## src/rtl/score_argmax_pkg.sv

```systemverilog
// Shared defaults, FSM state type and score limits for score_argmax.
// Optional runner-up outputs are enabled by SCORE_ARGMAX_TOP2_EN.
package score_argmax_pkg;

  localparam int unsigned DEF_NUM_CLASSES = 10;
  localparam int unsigned DEF_SCORE_W     = 32;
  localparam int unsigned DEF_IDX_W       = 4;

  // Most negative score at the default width.
  localparam logic [DEF_SCORE_W-1:0] SCORE_MIN = {1'b1, {(DEF_SCORE_W-1){1'b0}}};

  typedef enum logic [1:0] {
    StIdle,
    StScan,
    StHold
  } state_e;

endpackage

```

## src/rtl/score_argmax_cmp.sv

```systemverilog
// Single-candidate compare/update step for the argmax scan; runner-up
// tracking is present only when SCORE_ARGMAX_TOP2_EN is defined.
module argmax_cmp #(
  parameter int unsigned SCORE_W = 32,
  parameter int unsigned IDX_W   = 4
) (
  input  logic [SCORE_W-1:0] i_cand,
  input  logic [IDX_W-1:0]   i_cand_idx,
  input  logic [SCORE_W-1:0] i_best,
  input  logic [IDX_W-1:0]   i_best_idx,
`ifdef SCORE_ARGMAX_TOP2_EN
  input  logic [SCORE_W-1:0] i_second,
  input  logic [IDX_W-1:0]   i_second_idx,
  output logic [SCORE_W-1:0] o_second,
  output logic [IDX_W-1:0]   o_second_idx,
`endif
  output logic [SCORE_W-1:0] o_best,
  output logic [IDX_W-1:0]   o_best_idx
);

  logic w_new_best;
  assign w_new_best = $signed(i_cand) > $signed(i_best);

  always_comb begin
    o_best     = i_best;
    o_best_idx = i_best_idx;
    if (w_new_best) begin
      o_best     = i_cand;
      o_best_idx = i_cand_idx;
    end
  end

`ifdef SCORE_ARGMAX_TOP2_EN
  // A new maximum demotes the old best; strict compares keep the lower index on ties.
  always_comb begin
    o_second     = i_second;
    o_second_idx = i_second_idx;
    if (w_new_best) begin
      o_second     = i_best;
      o_second_idx = i_best_idx;
    end else if ($signed(i_cand) > $signed(i_second)) begin
      o_second     = i_cand;
      o_second_idx = i_cand_idx;
    end
  end
`endif

endmodule

```

## src/rtl/score_argmax.sv

```systemverilog
// Snapshots the accelerator's class scores on a ready rise and scans them one per cycle,
// presenting the argmax with a valid/ack handshake. SCORE_ARGMAX_TOP2_EN adds runner-up outputs.
module score_argmax
  import score_argmax_pkg::*;
#(
  parameter int unsigned NUM_CLASSES = DEF_NUM_CLASSES,
  parameter int unsigned SCORE_W     = DEF_SCORE_W,
  parameter int unsigned IDX_W       = DEF_IDX_W
) (
  input  logic                           clk,
  input  logic                           reset,
  input  logic                           ready,
  input  logic [NUM_CLASSES*SCORE_W-1:0] scores,
  input  logic                           ack,
  input  logic                           ovr_clr,
  output logic                           busy,
  output logic                           valid,
  output logic                           done,
  output logic [IDX_W-1:0]               digit,
  output logic [SCORE_W-1:0]             max_score,
  output logic                           overrun,
`ifdef SCORE_ARGMAX_TOP2_EN
  output logic [IDX_W-1:0]               second_digit,
  output logic [SCORE_W-1:0]             second_score,
  output logic [SCORE_W:0]               margin,
`endif
  output logic [15:0]                    frame_cnt
);

  localparam logic [SCORE_W-1:0] LP_SMIN = {1'b1, {(SCORE_W-1){1'b0}}};
  localparam logic [IDX_W-1:0]   LP_LAST = IDX_W'(NUM_CLASSES - 1);

  state_e             r_state;
  logic               r_ready_q;
  logic [SCORE_W-1:0] r_snap [NUM_CLASSES];
  logic [SCORE_W-1:0] r_best;
  logic [IDX_W-1:0]   r_idx;
  logic [IDX_W-1:0]   r_i;
  logic               r_busy;
  logic               r_valid;
  logic               r_done;
  logic [IDX_W-1:0]   r_digit;
  logic [SCORE_W-1:0] r_max;
  logic               r_overrun;
  logic [15:0]        r_frame_cnt;

  logic               w_rise;
  logic               w_capture;
  logic               w_ovr_set;
  logic [SCORE_W-1:0] w_best_nxt;
  logic [IDX_W-1:0]   w_idx_nxt;

  assign w_rise    = ready & ~r_ready_q;
  assign w_capture = w_rise & (r_state != StScan);
  // Overrun: a new set during a scan, or over a result nobody has acked yet.
  assign w_ovr_set = w_rise & ((r_state == StScan) |
                               ((r_state == StHold) & r_valid & ~ack));

`ifdef SCORE_ARGMAX_TOP2_EN
  logic [SCORE_W-1:0] r_second;
  logic [IDX_W-1:0]   r_second_idx;
  logic [IDX_W-1:0]   r_second_digit;
  logic [SCORE_W-1:0] r_second_score;
  logic [SCORE_W:0]   r_margin;
  logic [SCORE_W-1:0] w_second_nxt;
  logic [IDX_W-1:0]   w_second_idx_nxt;
  logic [SCORE_W:0]   w_margin;

  // Sign-extend both operands so the difference never overflows.
  assign w_margin = {w_best_nxt[SCORE_W-1], w_best_nxt}
                  - {w_second_nxt[SCORE_W-1], w_second_nxt};
`endif

  argmax_cmp #(
    .SCORE_W (SCORE_W),
    .IDX_W   (IDX_W)
  ) u_cmp (
    .i_cand       (r_snap[r_i]),
    .i_cand_idx   (r_i),
    .i_best       (r_best),
    .i_best_idx   (r_idx),
`ifdef SCORE_ARGMAX_TOP2_EN
    .i_second     (r_second),
    .i_second_idx (r_second_idx),
    .o_second     (w_second_nxt),
    .o_second_idx (w_second_idx_nxt),
`endif
    .o_best       (w_best_nxt),
    .o_best_idx   (w_idx_nxt)
  );

  always_ff @(posedge clk) begin
    if (reset) begin
      r_state     <= StIdle;
      r_ready_q   <= 1'b1;
      for (int k = 0; k < NUM_CLASSES; k++) r_snap[k] <= '0;
      r_best      <= '0;
      r_idx       <= '0;
      r_i         <= '0;
      r_busy      <= 1'b0;
      r_valid     <= 1'b0;
      r_done      <= 1'b0;
      r_digit     <= '0;
      r_max       <= '0;
      r_overrun   <= 1'b0;
      r_frame_cnt <= '0;
`ifdef SCORE_ARGMAX_TOP2_EN
      r_second       <= '0;
      r_second_idx   <= '0;
      r_second_digit <= '0;
      r_second_score <= '0;
      r_margin       <= '0;
`endif
    end else begin
      r_ready_q <= ready;
      r_done    <= 1'b0;

      if (w_ovr_set) begin
        r_overrun <= 1'b1;
      end else if (ovr_clr) begin
        r_overrun <= 1'b0;
      end

      case (r_state)
        StIdle, StHold: begin
          if (r_state == StHold && ack) begin
            r_valid <= 1'b0;
          end
          if (w_capture) begin
            for (int k = 0; k < NUM_CLASSES; k++) begin
              r_snap[k] <= scores[k*SCORE_W +: SCORE_W];
            end
            r_best  <= scores[SCORE_W-1:0];
            r_idx   <= '0;
            r_i     <= IDX_W'(1);
            r_busy  <= 1'b1;
            r_valid <= 1'b0;
            r_state <= StScan;
`ifdef SCORE_ARGMAX_TOP2_EN
            r_second     <= LP_SMIN;
            r_second_idx <= '0;
`endif
          end
        end

        StScan: begin
          r_best <= w_best_nxt;
          r_idx  <= w_idx_nxt;
`ifdef SCORE_ARGMAX_TOP2_EN
          r_second     <= w_second_nxt;
          r_second_idx <= w_second_idx_nxt;
`endif
          if (r_i == LP_LAST) begin
            r_state     <= StHold;
            r_busy      <= 1'b0;
            r_valid     <= 1'b1;
            r_done      <= 1'b1;
            r_digit     <= w_idx_nxt;
            r_max       <= w_best_nxt;
            r_frame_cnt <= r_frame_cnt + 16'd1;
`ifdef SCORE_ARGMAX_TOP2_EN
            r_second_digit <= w_second_idx_nxt;
            r_second_score <= w_second_nxt;
            r_margin       <= w_margin;
`endif
          end else begin
            r_i <= r_i + IDX_W'(1);
          end
        end

        default: r_state <= StIdle;
      endcase
    end
  end

  assign busy      = r_busy;
  assign valid     = r_valid;
  assign done      = r_done;
  assign digit     = r_digit;
  assign max_score = r_max;
  assign overrun   = r_overrun;
  assign frame_cnt = r_frame_cnt;
`ifdef SCORE_ARGMAX_TOP2_EN
  assign second_digit = r_second_digit;
  assign second_score = r_second_score;
  assign margin       = r_margin;
`endif

endmodule

```

## config.mk

```make
export PLATFORM = sky130hd
export DESIGN_NAME = score_argmax
export DESIGN_NICKNAME = d
export VERILOG_FILES = /design/src/rtl/score_argmax_pkg.sv /design/src/rtl/score_argmax_cmp.sv /design/src/rtl/score_argmax.sv
export SDC_FILE = /design/constraint.sdc
export NUM_CORES = 1
export LEC_CHECK = 0
export BUFFER_PORTS_ARGS = -buffer_cell sky130_fd_sc_hd__buf_2
export CAP_MARGIN = 20
export CORE_MARGIN = 10
export CORE_UTILIZATION = 45
export DETAILED_ROUTE_END_ITERATION = 16
export HOLD_SLACK_MARGIN = 0.03
export PLACE_DENSITY_LB_ADDON = 0.3
export SLEW_MARGIN = 20
export SYNTH_ARGS = -nofsm -noshare
export SYNTH_HDL_FRONTEND = slang
export SYNTH_SLANG_ARGS = --single-unit
export TNS_END_PERCENT = 50
```

## constraint.sdc

```tcl
create_clock -name clk -period 26.3 [get_ports clk]
set_input_delay 2.63 -clock clk [delete_from_list [all_inputs] [get_ports clk]]
set_output_delay 2.63 -clock clk [all_outputs]
set_load 0.005 [all_outputs]
```

==> impl_metrics.env <==
export IMPL_layout_cells_non_filler=2376
export IMPL_cp_max_fo=35
export IMPL_cts_tree="yes"
export IMPL_critical_path_required_ps=26830
export IMPL_syn_avg_cell_area_um2=13.2
export IMPL_final_setup_tns_ps=0
export IMPL_slew_limit_headroom_pct=28.9
export IMPL_globalRoute_totalOverflow=0
export IMPL_rsz0062_at_grt="no"
export IMPL_syn_nets=1820
export IMPL_holdPathStages=2
export IMPL_wirelength_um=55000
export IMPL_mostFrequentLayoutCells="buf_2 (380), and2_1 (321), edfxtp_1 (320)"
export IMPL_utilization_pct=54.7
export IMPL_cts_repair_resized=0
export IMPL_critPathLaunchType="flop"
export IMPL_powerDensity_nw_per_um2=68.1
export IMPL_core_area_um2=42100
export IMPL_cp_end_kind="flop"
export IMPL_finalCritPeriodShare_pct=26.7
export IMPL_antenna_found_initial=7
export IMPL_drive_gt1_share_pct=29.1
export IMPL_routedWlPerCell_um=23.1
export IMPL_syn_inst=1460
export IMPL_cts_hold_buffers=0
export IMPL_regArea_um2=11700
export IMPL_crit_type="reg -> reg"
export IMPL_routed_via_density=5.35
export IMPL_die_x_um=227
export IMPL_synth_seq_cells=423
export IMPL_reg2regPathDepth=16
export IMPL_grtUsageTotal_pct=20.9
export IMPL_hp_class="reg -> reg"
export IMPL_synthAdderAreaFrac_pct=2.27
export IMPL_num_vias=12718
export IMPL_drv_slew=0
export IMPL_final_hold_violation_count=0
export IMPL_die_area_um2=51500
export IMPL_yosysUniqueCellTypes=43
export IMPL_root_buffer="clkbuf_16"
export IMPL_drv_cap=0
export IMPL_mostFrequentLayoutCell="buf_2"
export IMPL_fin_nets=2157
export IMPL_final_setup_viol_count=0
export IMPL_area_growth_pct=19.6
export IMPL_yosysSeqAreaShare_pct=60.6
export IMPL_grt_max_degree=305
export IMPL_max_freq_mhz=142
export IMPL_place_hpwl_um=39900
export IMPL_drt_iter0_markers=1076
export IMPL_clk_pin_slew_ps=70
export IMPL_synth_compound_area_share_pct=6.85
export IMPL_die_h_um=227
export IMPL_synthArstFlopShare_pct=0
export IMPL_period_minus_slack_ps=7030
export IMPL_synth_edf_count=320
export IMPL_worstPathArrival_ps=7560
export IMPL_grt_pass1_vias=13062
export IMPL_cts_htree_levels=2
export IMPL_hold_slack_ps=474
export IMPL_first_pass_iters=5
export IMPL_placementRows=75
export IMPL_clock_sinks=423
export IMPL_drc=0
export IMPL_worst_pin_slew_ps=1070
export IMPL_clock_skew_ps=25.0
export IMPL_multi_input_area_um2=7050
export IMPL_synth_main_ff_cell="edfxtp_1"
export IMPL_status="finished, final reports clean"
export IMPL_port_buffers=380
export IMPL_placed_cells=2288
export IMPL_post_cts_buffers=0
export IMPL_clk_latency_ps=590
export IMPL_mappedNetlistArea_um2=19300
export IMPL_postRouteAntennaNets=0
export IMPL_synth_xor_area_share_pct=0.727
export IMPL_cts_buffers=45
export IMPL_cellLeakagePower_nw=9.12
export IMPL_ys_warn_count=0
export IMPL_num_io_pins=381
export IMPL_synth_top_family_by_area="simple AND/OR/NAND/NOR gates"
export IMPL_synth_simple_area_share_pct=15.4
export IMPL_synth_area_mux_share_pct=11.0
export IMPL_place_congestion=0.869
export IMPL_ir_drop_v=0.0000433
export IMPL_start_util_pct=45.7
export IMPL_fillers=3525
export IMPL_clock_path_buffers=3
export IMPL_grt_pass1_wl_um=80500
## layout make-up
| cell class | instances | area share (%) |
|---|---|---|
| timing repair buffer | 392 | 8.81 |
| clock inverter | 26 | 1.22 |
| clock buffer | 57 | 5.08 |
| inverter | 38 | 0.619 |
| multi-input combinational | 897 | 30.6 |
| sequential | 423 | 50.7 |
| tap | 539 | 2.93 |
| antenna | 4 | 0.0434 |
## logic make-up after synthesis
family                     after synthesis
xor gates and xnor gates                16
AOI/OAI and AO/OA                      194
muxes                                  132
DFF                                    423
adders and majority gates               35
buffers and inverters                  140
and+or+nand+nor                        520
## metal layers
metal	vias up	part of all wire, %	global-route usage (%)
met4	6	2.2	6.21
met2	441	45	31.8
met3	66	7.2	4.83
met1	6201	45	29.4
li1	6004	-	-
met5	-	0.093	0
## power breakdown
part	total, mW	internal, mW	switching [mW]	leakage [nW]
Sequential	0.766	0.752	0.0146	4.19
Combinational	0.175	0.0774	0.0973	4.24
Clock	0.628	0.359	0.269	0.698
Total	1.57	1.19	0.381	9.12
## synthesized netlist by cell type, types with 6 or more instances
master    count  area (um2)
a211oi_1    105         788
dfxtp_1     103        2060
nand2_1      27         101
mux2i_1      68         681
nor2b_1      35         219
buf_2        10        50.1
mux4_2       64        1440
nor2_1       85         319
xor2_1       13         114
and2_1      321        2010
a21oi_1      58         290
edfxtp_1    320        9610
ha_1         35         438
clkbuf_1     83         312
inv_1        38         143
nor3_1        6        30.0
o21ai_0       7        35.0
nand3_1      12        60.1
nand2b_1      6        37.5
nand4_1       9        56.3
a221o_1      10         100
## state kept, by name (all words and copies together) (netlist names), named ones only
register / flops
r_snap: 320
max_score: 32
r_best: 32
frame_cnt: 16
digit: 4
r_i: 4
r_idx: 4
r_state: 2
busy: 1
done: 1
overrun: 1
r_ready_q: 1
valid: 1
## critical path: stages (launching register included)
cell      delay (ps)
dfxtp_4          770
buf_4            660
buf_4            610
mux4_2           560
nor2b_1          140
a211oi_1         530
a21oi_1          130
ha_1             320
nand4_1          170
nor2_1            70
a221o_1          300
a211o_1          250
a21oi_2          290
mux2i_4          900
buf_4            480
and2_1           430
a221o_1          220
## per-stage QoR
stage               total power, mW  cell area, um2  worst slack [ps]
finish                         1.57           23000             19270
global route                   1.62           23000             18930
CTS                            1.58           23000             19320
detailed placement            0.953           21600             19380
global placement              0.949           21600             19480
floorplan                     0.899           19300             14110
## path summary, 6_finish.rpt
kind / start / end / slack, ps
max: flop / r_best[5] / 19270
min: overrun / overrun / 470
max reg2reg: flop / r_best[5] / 19270
min reg2reg: overrun / overrun / 470
Note: power is estimated with default switching activity, not from simulation.
